[config.mk]
export PLATFORM = sky130hd
export DESIGN_NAME = count_mod_ud
export DESIGN_NICKNAME = d
export VERILOG_FILES = /design/src/rtl/count_mod_ud.sv
export SDC_FILE = /design/constraint.sdc
export NUM_CORES = 1
export LEC_CHECK = 0
export ABC_CLOCK_PERIOD_IN_PS = 3000
export CORE_AREA = 4 4 41 43
export DETAILED_ROUTE_END_ITERATION = 8
export DIE_AREA = 0 0 45 47
export PLACE_DENSITY_LB_ADDON = 0.1
export SYNTH_ARGS = -nofsm -noshare
export SYNTH_HDL_FRONTEND = slang
export SYNTH_SLANG_ARGS = --single-unit
[constraint.sdc]
create_clock -name Clk -period 3 [get_ports Clk]
set_input_delay 0.6 -clock Clk [delete_from_list [all_inputs] [get_ports Clk]]
set_output_delay 0.6 -clock Clk [all_outputs]
set_load 0.01 [all_outputs]
[src/rtl/count_mod_ud.sv]
// count_mod_ud
// ------------
// This is a modulo-MOD up/down counter with an optional prescaler.
// The count X advances once every DIV enabled cycles, which is when Tick is
// high. Direction is chosen each cycle by Up. When SAT=0, X wraps at the
// terminal value. When SAT=1, X holds at the terminal value.
//
// The counter is N bits wide and counts modulo the given modulus, so X always
// stays between zero and one below the modulus. With a prescale ratio of one
// there is no prescaler register at all. The saturation flag chooses between
// wrapping and holding at the terminal value.
//
// Reset is asynchronous and clears both the count and the prescaler. Clear is
// a synchronous clear with the highest priority. Load copies D into the count,
// clamped to the top value, and also restarts the prescaler. Enable advances
// the prescaler. Up selects the counting direction. AtEnd shows that the count
// is at the terminal value for the current direction. Carry is Tick AND AtEnd
// and is meant to drive the Enable of the next cascaded stage.

module count_mod_ud #(
  parameter int N   = 4,
  parameter int MOD = 16,
  parameter int DIV = 1,
  parameter int SAT = 0
) (
  input  logic         Clk,
  input  logic         Reset,
  input  logic         Enable,
  input  logic         Clear,
  input  logic         Load,
  input  logic [N-1:0] D,
  input  logic         Up,
  output logic [N-1:0] X,
  output logic         AtEnd,
  output logic         Carry
);

  localparam logic [N-1:0] TERM  = N'(MOD - 1);
  localparam logic [31:0]  MOD_W = 32'(MOD);

  logic [N-1:0] x_q, x_d;
  logic         tick;
  logic         d_in_range;

  // The comparison is done at 32 bits so that MOD = 2^N (e.g. 65536 when
  // N=16) is still representable.
  assign d_in_range = ({{(32-N){1'b0}}, D} < MOD_W);

  generate
    if (DIV == 1) begin : g_no_prescale
      assign tick = Enable;
    end else begin : g_prescale
      localparam int PW = $clog2(DIV);
      localparam logic [PW-1:0] P_LAST = PW'(DIV - 1);

      logic [PW-1:0] p_q, p_d;

      // Clear and Load both restart the prescaler phase. Otherwise the
      // prescaler runs only while Enable is high.
      always_comb begin
        p_d = p_q;
        if (Clear || Load) begin
          p_d = '0;
        end else if (Enable) begin
          p_d = (p_q == P_LAST) ? '0 : p_q + PW'(1);
        end
      end

      always_ff @(posedge Clk or posedge Reset) begin
        if (Reset) begin
          p_q <= '0;
        end else begin
          p_q <= p_d;
        end
      end

      assign tick = Enable && (p_q == P_LAST);
    end
  endgenerate

  // Priority order: Clear, then Load, then Tick, otherwise hold. In SAT mode
  // the terminal value is held, but Carry still fires on every Tick there.
  always_comb begin
    x_d = x_q;
    if (Clear) begin
      x_d = '0;
    end else if (Load) begin
      x_d = d_in_range ? D : TERM;
    end else if (tick) begin
      if (Up) begin
        if (x_q == TERM) begin
          x_d = (SAT != 0) ? TERM : '0;
        end else begin
          x_d = x_q + N'(1);
        end
      end else begin
        if (x_q == '0) begin
          x_d = (SAT != 0) ? '0 : TERM;
        end else begin
          x_d = x_q - N'(1);
        end
      end
    end
  end

  always_ff @(posedge Clk or posedge Reset) begin
    if (Reset) begin
      x_q <= '0;
    end else begin
      x_q <= x_d;
    end
  end

  assign X     = x_q;
  assign AtEnd = Up ? (x_q == TERM) : (x_q == '0);
  assign Carry = tick && AtEnd;

endmodule

Word-level counts from Yosys, hierarchy flattened
Index checks and enable logic that the tools add are counted.
W data, S select, Z words.
{ "op_classes": {"n_reduce_logical": 3, "addsub": 2, "eq_ne": 1, "n_mux": 7} }
{ "ops": {"columns": ["operator", "n"], "rows": [
  ["$mux W4", 6],
  ["$add A4 B1 Y4 const B", 1],
  ["$eq A4 B4 Y1 const B", 1],
  ["$logic_not A4 Y1", 1],
  ["$sub A4 B1 Y4 const B", 1],
  ["$reduce_bool A3 Y1", 1],
  ["$logic_and A1 B1 Y1", 1],
  ["$mux W1", 1]
]} }
{ "word_totals": {"in_bits": 10, "reg_bits": 4, "elab_cells": 14, "out_inout_bits": 6} }

Depth between registers and ports, before layout
{ "depth": {"depth_word": 6, "mapped_depth": 6} }

Least setup slack after synthesis
Ideal clock, no wire load.
{ "synth_timing": {"path_type": "input to output", "from": "in Up", "to": "out Carry", "path_stages": 4, "slack_ns": 1.059, "arrival_ns": 1.341, "cell_sequence": "buf_2 nor3b_1 a21o_1 and2_1"} }
{ "synth_between": {"elab_chain_cells": 2} }
{ "synth_lines": {"columns": ["element", "line_no", "source"], "rows": [
  ["start, declared", "32", "input logic Up,"],
  ["$mux W1", "115", "assign AtEnd = Up ? (x_q == TERM) : (x_q == '0);"],
  ["via AtEnd", "34", "output logic AtEnd,"],
  ["$logic_and A1 B1 Y1", "116", "assign Carry = tick && AtEnd;"],
  ["end, declared", "35", "output logic Carry"]
]} }
The timed path passes the listed nets, and every way through them passes these cells.

Worst setup path in the final report
{ "layout_timing": {"from": "in Up", "to": "out Carry"} }
{ "layout_between": {"elab_chain_cells": 2} }
{ "layout_lines": {"columns": ["element", "line_no"], "rows": [
  ["$mux W1", "115"],
  ["$logic_and A1 B1 Y1", "116"]
]} }
No other way between the ends.

==> flow_summary.yaml <==
global_routing:
  grt_start_max_net_pins: 10
  first_global_vias: 360
  initial_antenna_violation_count: 0
  global_route.overflow_total: 0
  grt_pass1_wl_um: 1442
  aggregate_global_route_resource_usage_pct: 9.365
drt:
  ant_nets: 0
  drt_wl_total_um: 863
  via_count: 393
  route.detailed.wl_per_inst_um: 11.06
  remaining_drc_errors: 0
  drt-pass1-iter-count: 4
  route.detailed.vias_per_inst: 5.038
  detail_route.iter0.violations: 5
pwr:
  power_per_unit_of_standard_cell_area_nw_per_um2: 354.6
  max-vdd-ir-drop_uv: 220.9
  power.leakage_nw: 0.2409
critical_path:
  crit-reg2reg-launch: "X[0]"
  crit_type: "in2out"
  critical_path.most_common_cell: "clkdlybuf4s50_1"
  crit_family: "buffers and inverters"
  critical_path.startpoint: "Up"
  critical_path.n_buffers_inverters: 2
  worstSetupEndpointType: "output port"
  critical-path-slowest-cell: "clkdlybuf4s50_1"
  worst_endpoint_data_arrival_time_ns: 2.11
  cp_max_fo: 3
  cp.required_ns: 2.40
  crit_path_max_incr_delay_ns: 0.53
  setup.worst_path.start_class: "input port"
  crit_chain: "clkdlybuf4s50_1 -> nor3b_1 -> a21o_1 -> and2_1 -> clkdlybuf4s50_1"
synth:
  postSynthRegisterBits: 4
  yosysSeqAreaShare_pct: 27.21
  synth_top_flop_cell: "dfrtp_1"
  synthDistinctLibCells: 24
  synth-edff-count: 0
  synth_async_sr_flop_share_pct: 100.0
  synthXorXnorAreaFrac_pct: 4.762
  count_of_synthesis_stage_warnings_from_yosys: 0
  synth-adder-area-share_pct: 6.803
  multiplexer_fraction_of_the_synthesized_cell_area_pct: 5.442
  mappedNetlistArea_um2: 367.9
  synth_top_area_cell: "dfrtp_1"
  netlist_instances: 46
  synth_common_cells: "inv_1 (7), a21oi_1 (5), dfrtp_1 (4), nor2_1 (4)"
  avgSynthCellArea_um2: 7.997
  synth-compound-area-share_pct: 27.89
  netlist.area_leader.share_pct: 27.21
  yosysMostFrequentCell: "inv_1"
  post_synth_and_or_nand_nor_area_fraction_pct: 18.37
  synth_top_family_by_area: "compound AO/OA/AOI/OAI gates"
  synth.net_count: 58
  ys_top_cells_by_area: "dfrtp_1 (27%), inv_1 (7.1%), a21oi_1 (6.8%)"
cts:
  clk_transition_reported_paths_ns: 0.04
  cts_resized: 0
  number_of_clock_buffers_inserted_by_tritoncts: 3
  clockBufferDepth: 2
  cts_hold_repair.buffers: 0
  htree_num_levels: 1
  clock_insertion_delay_worst_skew_ns: 0.23
  cts_tree: "yes"
  cts_root_buf: "clkbuf_4"
  numClockSinks: 4
  post_cts_setup_repair_bufs: 0
floorplanning:
  die_width_um: 45
  floorplan.die.height_um: 47
  fp-row-count: 13
  count_of_boundary_i_o_pins: 16
  area_of_the_die_um2: 2115
  core-area_um2: 1301
  start_util_pct: 28.27
place:
  hpwlAfterDp_um: 716.9
  numPortBuffers: 15
  placed_cells_incl_taps: 75
  gp_congestion: 0.7145
final_layout:
  drive_gt1_share_pct: 6.349
  non_filler_instances: 78
  nNetsFinal: 77
  largest_register_ff_count: 4
  num_antenna_cells: 0
  syn2layout_area_growth_pct: 51.70
timing:
  max-slew-margin-rel_pct: 81.43
  totalNegativeSetupSlack_ns: 0
  worst_clock_skew_ns: 0.003766
  finalSetupViolations: 0
  min_period_over_period_pct: 90.31
  finalCriticalPeriod_ns: 2.709
  timing_hold_violations_final: 0
  timing_max_transition_violations_final: 0
  fmaxAchievable_mhz: 369.1
  tightestPinTransition_ns: 0.2777
  rsz0062_at_grt: "no"
min_path:
  min_path_type: "in2async"
status:
  run_status: "completed"
flow_run:
  max_cap_viol_count: 0
[per-layer routing]
| layer | GRT usage, % | up-vias | routed length, um |
|---|---|---|---|
| met5 | 0 | - | 0 |
| met4 | 0 | 0 | 0 |
| met3 | 4.598 | 0 | 75 |
| met2 | 16.95 | 15 | 433 |
| met1 | 10.60 | 177 | 354 |
| li1 | - | 201 | - |
[power by group]
group / switching, mW / leakage, nW / total [mW] / internal (mW)
Combinational: 0.0280 / 0.175 / 0.0682 / 0.0402
Sequential: 0.00731 / 0.0520 / 0.0658 / 0.0584
Clock: 0.0194 / 0.0138 / 0.0640 / 0.0446
[logic make-up after synthesis]
group                    count (synthesis)
AO/OA/AOI/OAI                           15
AND/OR/NAND/NOR                         12
buffers and inverters                    9
flip-flops                               4
XOR/XNOR                                 2
multiplexers                             2
adder cells (fa/ha/maj)                  2
[placed cells by master (no fill, tap or decap), drive strengths merged]
master and n:
a21o 1, a21oi 5, a221oi 1, a31oi 1, and2 1, buf 1, clkbuf 3, clkdlybuf4s50 15
dfrtp 4, ha 2, inv 7, mux2i 2, nand2 1, nand2b 1, nand3 1, nor2 4
nor2b 1, nor3b 2, o21a 2, o21ai 1, o221ai 2, o311a 1, o31ai 1, or4b 1
xnor2 2
[cell type report]
| cell class | count | area (um2) |
|---|---|---|
| Tap cell | 15 | 18.77 |
| Timing Repair Buffer | 16 | 157.7 |
| Multi-Input combinational cell | 33 | 232.7 |
| Clock buffer | 3 | 22.52 |
| Sequential cell | 4 | 100.1 |
| Inverter | 7 | 26.28 |
| Fill cell | 140 | 743.2 |
[path summary, 6_finish.rpt]
kind	end	slack, ns	cells after the start
min in group Clk	X[0]	0.76	2
worst max register to register	X[0]	1.45	5
worst max-delay path	Carry	0.29	5
worst min register to register	X[0]	0.76	2
max in group asynchronous	X[1]	2.31	2
worst min-delay path	X[0]	0.55	2
[stage by stage]
| stage | instance area (um2) | setup slack (ns) | util (%) | hold slack [ns] | total power [mW] |
|---|---|---|---|---|---|
| 2_1_floorplan | 367.9 | 1.059 | - | 0.3661 | 0.1028 |
| 3_3_place_gp | 535.5 | 0.3082 | 41.15 | 0.7489 | 0.1369 |
| 3_5_place_dp | 535.5 | 0.2743 | 41.15 | 0.7433 | 0.1359 |
| 4_1_cts | 558.0 | 0.2711 | 42.88 | 0.5449 | 0.2027 |
| 5_1_grt | 558.0 | 0.1533 | 42.88 | 0.5612 | 0.2160 |
| 6_report | 558.0 | 0.2906 | 42.88 | 0.5454 | 0.1979 |
Note: power is estimated with default switching activity, not from simulation.
